File: src/rtl/pipe_hazard_ctrl.sv
// Pipeline sequencer: PC enable, per-stage load/bubble, IF/ID hold and global freeze
// for load-use hazards, taken branches and multi-cycle data-memory accesses.
module pipe_hazard_ctrl #(
  parameter logic [4:0] LOAD_OPC    = 5'b00000,
  parameter logic [4:0] STORE_OPC   = 5'b01000,
  parameter int         MEM_TIMEOUT = 64,
  parameter int         CNT_W       = 16
) (
  input  logic             cpu_clk,
  input  logic             reset,
  input  logic [4:0]       rs1_id,
  input  logic [4:0]       rs2_id,
  input  logic             rs1_used_id,
  input  logic             rs2_used_id,
  input  logic [4:0]       opcode_rg2,
  input  logic [4:0]       rd_rg2,
  input  logic             PCSel,
  input  logic [4:0]       opcode_rg3,
  input  logic             dmem_ack,
  output logic             pc_en,
  output logic             hold_1,
  output logic             enb_1,
  output logic             enb_2,
  output logic             enb_3,
  output logic             frz,
  output logic             dmem_req,
  output logic             timeout_err,
  output logic [CNT_W-1:0] stall_cnt
);

  localparam int WC_W = $clog2(MEM_TIMEOUT + 1);

  typedef enum logic [1:0] {RUN, MEM_WAIT, ERR} state_t;

  state_t          state, state_nxt;
  logic [WC_W-1:0] wait_cnt, wait_cnt_nxt;
  logic            mem_op;
  logic            load_use_hit;
  logic            bubble;

  function automatic logic [CNT_W-1:0] sat_inc(input logic [CNT_W-1:0] v);
    return (&v) ? v : v + CNT_W'(1);
  endfunction

  assign mem_op = (opcode_rg3 == LOAD_OPC) || (opcode_rg3 == STORE_OPC);

  // x0 is never a real producer, so a load targeting it cannot create a hazard.
  assign load_use_hit = (opcode_rg2 == LOAD_OPC) && (rd_rg2 != 5'd0) &&
                        ((rs1_used_id && (rs1_id == rd_rg2)) ||
                         (rs2_used_id && (rs2_id == rd_rg2)));

  always_ff @(posedge cpu_clk or posedge reset) begin
    if (reset) begin
      state     <= RUN;
      wait_cnt  <= '0;
      stall_cnt <= '0;
    end else begin
      state    <= state_nxt;
      wait_cnt <= wait_cnt_nxt;
      if (frz || bubble)
        stall_cnt <= sat_inc(stall_cnt);
    end
  end

  always_comb begin
    state_nxt    = state;
    wait_cnt_nxt = wait_cnt;
    case (state)
      RUN: begin
        if (mem_op && !dmem_ack) begin
          state_nxt    = MEM_WAIT;
          wait_cnt_nxt = WC_W'(1);
        end
      end
      MEM_WAIT: begin
        if (dmem_ack) begin
          state_nxt    = RUN;
          wait_cnt_nxt = '0;
        end else if (wait_cnt == WC_W'(MEM_TIMEOUT)) begin
          state_nxt = ERR;
        end else begin
          wait_cnt_nxt = wait_cnt + WC_W'(1);
        end
      end
      ERR:     state_nxt = ERR;
      default: state_nxt = RUN;
    endcase
  end

  // Freeze masks branch and load-use decisions; EX is held, so they resurface once it drops.
  always_comb begin
    pc_en       = 1'b0;
    hold_1      = 1'b0;
    enb_1       = 1'b0;
    enb_2       = 1'b0;
    enb_3       = 1'b0;
    frz         = 1'b0;
    dmem_req    = 1'b0;
    timeout_err = 1'b0;
    bubble      = 1'b0;
    if (!reset) begin
      dmem_req    = mem_op && (state != ERR);
      frz         = (state == ERR) || (dmem_req && !dmem_ack);
      timeout_err = (state == ERR);
      enb_1       = 1'b1;
      enb_2       = 1'b1;
      enb_3       = 1'b1;
      if (!frz) begin
        pc_en = 1'b1;
        if (PCSel) begin
          enb_1 = 1'b0;
          enb_2 = 1'b0;
        end else if (load_use_hit) begin
          pc_en  = 1'b0;
          hold_1 = 1'b1;
          enb_2  = 1'b0;
          bubble = 1'b1;
        end
      end
    end
  end

endmodule

File: config.mk
export PLATFORM = sky130hd
export DESIGN_NAME = pipe_hazard_ctrl
export DESIGN_NICKNAME = d
export VERILOG_FILES = /design/src/rtl/pipe_hazard_ctrl.sv
export SDC_FILE = /design/constraint.sdc
export NUM_CORES = 1
export LEC_CHECK = 0
export CAP_MARGIN = 20
export CORE_AREA = 2 2 75 77
export DETAILED_ROUTE_END_ITERATION = 6
export DIE_AREA = 0 0 77 79
export PLACE_DENSITY = 0.58
export SLEW_MARGIN = 20
export SYNTH_ARGS = -nofsm -noshare
export SYNTH_HDL_FRONTEND = slang
export SYNTH_SLANG_ARGS = --single-unit
File: constraint.sdc
create_clock -name cpu_clk -period 4.2 [get_ports cpu_clk]
set_input_delay 0.42 -clock cpu_clk [delete_from_list [all_inputs] [get_ports cpu_clk]]
set_output_delay 0.42 -clock cpu_clk [all_outputs]
set_load 0.1 [all_outputs]
==> flow_metrics.tcl, run 1 <==
set metrics [dict create \
    status "completed" \
    cts_sinks 25 \
    wl_met2_um 1650 \
    power_frac_clock_pct 12.9 \
    dr_wl_met3_um 161 \
    period_minus_slack_ps 2690 \
    place_congestion 0.730 \
    syn_to_final_growth_pct 40.9 \
    totalWireLength_um 3450 \
    die_w_um 77 \
    critPathMaxFanout 3 \
    instances_no_fill 285 \
    crit_arrival_ps 2270 \
    synth-edff-count 0 \
    die_y_um 79 \
    cts_tree "done" \
    maxSlewHeadroom_pct 34.5 \
    wire_per_inst_um 12.1 \
    tightest_slew_ps 980 \
    postRouteAntennaNets 0 \
    cts_buffer_depth 2 \
    drive_gt1_share_pct 12.2 \
    crit_type "in -> out" \
    cts_setup_buffers 0 \
    ys.flop_type "dfrtp_1" \
    ys_warn_count 0 \
    drv_slew 0 \
    clockRootBuffer "clkbuf_8" \
    finalHoldViolCount 0 \
    peakVddDrop_mv 0.321 \
    wl_met1_um 1600 \
    dieArea_um2 6080 \
    syn_inst 157 \
    p_per_area_nw_per_um2 492 \
    highest_layer "met4" \
    syn_avg_cell_area_um2 9.97 \
    clkTransAtPathRegs_ps 90 \
    ys_types 38 \
    grt_max_degree 28 \
    core_area_um2 5340 \
    grt_overflow 0 \
    comb_power_share_pct 55.2 \
    async_flop_share_pct 100 \
    final_common_cell "clkdlybuf4s50_1" \
    rsz0062_at_grt "false" \
    dr.pass1.iters 4 \
    holdBufCountCts 0 \
    p_leak_nw 0.870 \
    cp-start-kind "input pin" \
    max_freq_mhz 372 \
    dpl.hpwl_um 2630 \
    num_rows 27 \
    ys_seq_area_share_pct 40.0 \
    drtIter0Drc 26 \
    drc 0 \
    p_seq_share_pct 31.9 \
    vias_per_cell 4.79 \
    grt_pass1_vias 1287 \
    p_sw_share_pct 53.3 \
    p_switching_w 0.000579 \
    final_cell_mix "clkdlybuf4s50_1, dfrtp_1, xor2_1, o21ai_0, nand2_1" \
    fin_skew_ps 3.31 \
    grt_pass1_wl_um 5820 \
    vias 1365 \
    cts_resized 0 \
    antenna_found_initial 0 \
    num_antenna_cells 0 \
    hold_class "reg -> reg" \
    fin_crit_sh_pct 64.1 \
    maxCapViolations 0 \
    cts_max_level 1 \
    cp.required_ps 3780 \
    clk_latency_ps 260 \
    dp.cells 281 \
    finalSetupViolCount 0 \
    start_util_pct 29.3 \
    cts_buffers 3 \
    track_usage_pct 11.6 \
    ios 55 \
    post-route-util_pct 41.3 \
    synth_nets 191 \
    port_buffers 53 \
    intPower_w 0.000508 \
    nets 248 \
    mappedNetlistArea_um2 1570 \
    synth-seq-cells 25 \
    fillers 553 \
    fin_tns_setup_ps 0 \
    endpoint_kind "output pin" \
]
==> flip-flops by register name (all words and copies together) (netlist names) <==
name,count
stall_cnt,16
state,2
wait_cnt,7
==> stage by stage <==
step | power, W | setup WS (ps) | hold slack [ps] | cell area (um^2)
6_report | 0.00109 | 1510 | 497 | 2210
4_1_cts | 0.00110 | 1500 | 503 | 2210
2_1_floorplan | 0.000795 | 150 | 451 | 1570
3_3_place_gp | 0.000951 | 1370 | 485 | 2160
3_5_place_dp | 0.000955 | 1360 | 486 | 2160
5_1_grt | 0.00114 | 1390 | 525 | 2210
==> critical path, stage by stage <==
cell and delay [ps]:
clkdlybuf4s50_1 390, or4_4 530, nor3_2 300, nand3_1 150, nor3_1 160, buf_4 320
==> cells by family after synthesis <==
logic type,count (synthesis),synth area share (%)
mux,1,0.719
flops,25,40.0
xor+xnor,25,14.0
fa+ha+maj,3,2.40
compound gates,23,9.99
buf+inv,5,1.68
simple gates,75,31.3
==> Yosys cell counts, types with 2 or more instances <==
library cell  count  share of area (%)
nor4b_1           3                1.7
inv_1             3               0.72
o21ai_0          13                4.2
nor2_1           11                2.6
xnor2_1          10                5.6
nand3_1           9                2.9
ha_1              3                2.4
a21oi_1           2               0.64
xor2_1           15                8.4
dfrtp_1          25                 40
or4_4             2                1.4
nand2b_1          2               0.80
a31oi_1           2               0.80
nand4_1           8                3.2
nor4_1            3                1.2
and3_1            4                1.6
nor3_1            5                1.6
nor3_2            4                2.6
nor4_4            3                4.1
nand2_1          12                2.9
==> path summary, 6_finish.rpt <==
check / start / endpoint / slack [ps] / depth (start not counted)
worst max-delay path: opcode_rg2[1] / hold_1 / 1510 / 6
worst min-delay path: wait_cnt[6] / wait_cnt[6] / 500 / 1
worst max register to register: stall_cnt[0] / stall_cnt[1] / 1960 / 5
worst min register to register: wait_cnt[6] / wait_cnt[6] / 500 / 1
max in group asynchronous: reset / stall_cnt[12] / 3200 / 3
min in group asynchronous: reset / wait_cnt[4] / 730 / 3
==> cell type report <==
type / count / area, um^2 / share of cell area [%]
Timing Repair Buffer: 54 / 520 / 23.6
Inverter: 3 / 11.3 / 0.510
Clock buffer: 4 / 45.0 / 2.04
Sequential cell: 25 / 626 / 28.4
Tap cell: 72 / 90.1 / 4.08
Multi-Input combinational cell: 127 / 913 / 41.4
==> layer usage <==
metal / track usage, % / up-vias
met1: 15.0 / 641
met3: 1.93 / 2
met2: 19.9 / 39
met5: 0 / -
met4: 3.75 / 0
li1: - / 683
==> power groups by stage <==
stage | registers [W] | clock network (W) | logic, W
finish | 0.000347 | 0.000140 | 0.000600
detailed placement | 0.000352 | 0 | 0.000604
floorplan | 0.000650 | 0 | 0.000145
CTS | 0.000347 | 0.000148 | 0.000605
global placement | 0.000351 | 0 | 0.000599
global route | 0.000357 | 0.000158 | 0.000623
No activity file was read; power rests on OpenSTA's default activity.
==> inputs of run 2 (changes only) <==
--- a/config.mk
+++ b/config.mk
@@ -9,7 +9,7 @@
 export CORE_AREA = 2 2 75 77
 export DETAILED_ROUTE_END_ITERATION = 6
 export DIE_AREA = 0 0 77 79
-export PLACE_DENSITY = 0.58
+export PLACE_DENSITY = 0.6
 export SLEW_MARGIN = 20
 export SYNTH_ARGS = -nofsm -noshare
 export SYNTH_HDL_FRONTEND = slang
==> constraint.sdc (replaced) <==
create_clock -name cpu_clk -period 2.2 [get_ports cpu_clk]
set_input_delay 0.22 -clock cpu_clk [delete_from_list [all_inputs] [get_ports cpu_clk]]
set_output_delay 0.22 -clock cpu_clk [all_outputs]
set_load 0.1 [all_outputs]
==> run 2 against run 1 <==
  * Total power is 100% higher
  * Cell area is 16% higher
  * Routed wire length is 5.5% higher
  * Register-to-register slack worse by 1800 ps
  * Via count is 5.7% higher
  * First-iteration DRC count is 140% higher
  * Global-route usage is 1.3 points higher
  * Critical path type unchanged
  * Largest cell class unchanged
==> flow_metrics.tcl, run 2 (same netlist as run 1, synthesis figures left out) <==
set metrics [dict create \
    maxCapViolations 0 \
    max_freq_mhz 471 \
    cts_buffer_depth 2 \
    min_delay_path_depth 1 \
    fin_skew_ps 10.8 \
    antenna_found_initial 0 \
    cpPeakStageDelay_ps 540 \
    critPathMaxFanout 4 \
    largest_reg_flops 16 \
    gr-usage-met2_pct 21.3 \
    cts_max_level 1 \
    grt_pass1_vias 1435 \
    finalSetupViolCount 0 \
    status "completed" \
    syn_to_final_growth_pct 63.8 \
    rsz0062_at_grt "false" \
    ios 55 \
    start_util_pct 29.3 \
    nets 267 \
    grt_max_degree 26 \
    use_met1_pct 16.0 \
    totalWireLength_um 3640 \
    wire_per_inst_um 12.0 \
    cts_buffers 3 \
    vias 1443 \
    clkTransAtPathRegs_ps 100 \
    cp.required_ps 1980 \
    dp.cells 300 \
    grt_overflow 0 \
    largest-register "stall_cnt" \
    dr.pass1.iters 4 \
    track_usage_pct 12.9 \
    holdBufCountCts 0 \
    drtIter0Drc 62 \
    period_minus_slack_ps 2120 \
    drive_gt1_share_pct 40.1 \
    reg.largest.list "stall_cnt (16), wait_cnt (7), state (2)" \
    grt_most_used_layer "met2" \
    tightest_slew_ps 456 \
    crit_arrival_ps 1900 \
    path_cells "clkdlybuf4s50_1 -> or4_4 -> o21a_4 -> a21oi_4 -> and2_4 -> buf_12" \
    drv_slew 0 \
    cts_sinks 25 \
    p_leak_nw 1.06 \
    port_buffers 53 \
    final_cell_mix "buf_4, clkdlybuf4s50_1, xor2_1, o21ai_0, dfrtp_2" \
    postRouteAntennaNets 0 \
    finalHoldViolCount 0 \
    cp_num_cells 6 \
    crit_type "in -> out" \
    cp-start-kind "input pin" \
    num_rows 27 \
    vias_per_cell 4.75 \
    maxSlewHeadroom_pct 69.5 \
    clockRootBuffer "clkbuf_8" \
    endpoint_kind "output pin" \
    drc 0 \
    grt_pass1_wl_um 6430 \
    die_y_um 79 \
    dieArea_um2 6080 \
    die_w_um 77 \
    critPathBufInv 2 \
    post-route-util_pct 48.0 \
    core_area_um2 5340 \
    fin_crit_sh_pct 96.6 \
    num_antenna_cells 0 \
    p_per_area_nw_per_um2 848 \
    grt_use_met3_pct 3.64 \
    clk_latency_ps 270 \
    reg2regPathDepth 6 \
    dpl.hpwl_um 2910 \
    hp-start "stall_cnt[15]" \
    place_congestion 0.770 \
    crit_path_start "opcode_rg3[4]" \
    slowest_stage "or4_4" \
    peakVddDrop_mv 0.493 \
    instances_no_fill 304 \
    reg2reg_from "stall_cnt[0]" \
    final_common_cell "buf_4" \
    cp_top_family "simple AND/OR/NAND/NOR gates" \
    hold_class "reg -> reg" \
    cts_tree "done" \
]
[run 2: cell count changes in the layout (fill, tap and decap cells not counted), moves of 4 or more]
cell             delta
dlymetal6s2s_1      +6
dfrtp_1            -15
dfrtp_2            +13
buf_4              +26
buf_12              +9
clkdlybuf4s50_1    -25
nor3_1              -4
[run 2: through the flow]
stage | hold slack, ps | area (um^2) | worst slack (ps) | power [W] | setup TNS, ps
2_1_floorplan | 286 | 1650 | -201 | 0.00156 | -332
3_3_place_gp | 466 | 2460 | -122 | 0.00191 | -1070
3_5_place_dp | 471 | 2460 | -134 | 0.00191 | -1170
4_1_cts | 488 | 2520 | 8.64 | 0.00220 | 0
5_1_grt | 504 | 2560 | 8.57 | 0.00228 | 0
6_report | 484 | 2560 | 75.4 | 0.00217 | 0
[run 2: path summary, 6_finish.rpt]
path / endpoint / slack (ps)
hold reg to reg: stall_cnt[15] / 480
min in group asynchronous: stall_cnt[0] / 600
setup / recovery: enb_2 / 80
hold / removal: stall_cnt[15] / 480
max in group asynchronous: stall_cnt[12] / 1330
setup reg to reg: stall_cnt[7] / 160
[run 2: final cells by class]
| class | instances | area, um^2 |
|---|---|---|
| Fill cell | 529 | 2770 |
| Multi-Input combinational cell | 127 | 1010 |
| Tap cell | 72 | 90.1 |
| Sequential cell | 25 | 649 |
| Clock inverter | 1 | 7.51 |
| Inverter | 3 | 15.0 |
| Timing Repair Buffer | 73 | 749 |
| Clock buffer | 3 | 41.3 |
[run 2: timing repair]
action	4_1_cts	5_1_grt
setup endpoints to repair	4	3
resized for setup	8	9
pin swaps	8	4
setup buffers	0	1
gates cloned	0	0
[run 2: routing by layer]
layer,part of all wire [%],up-vias
li1,-,724
met3,7.9,2
met1,44,666
met4,1.0,0
met5,0,-
met2,47,51
[run 2: power by group]
| group | switching, W | leakage [nW] | internal, W | total (W) |
|---|---|---|---|---|
| Combinational | 0.000879 | 0.752 | 0.000327 | 0.00121 |
| Sequential | 0.000119 | 0.289 | 0.000568 | 0.000687 |
| Clock | 0.000152 | 0.0217 | 0.000128 | 0.000280 |
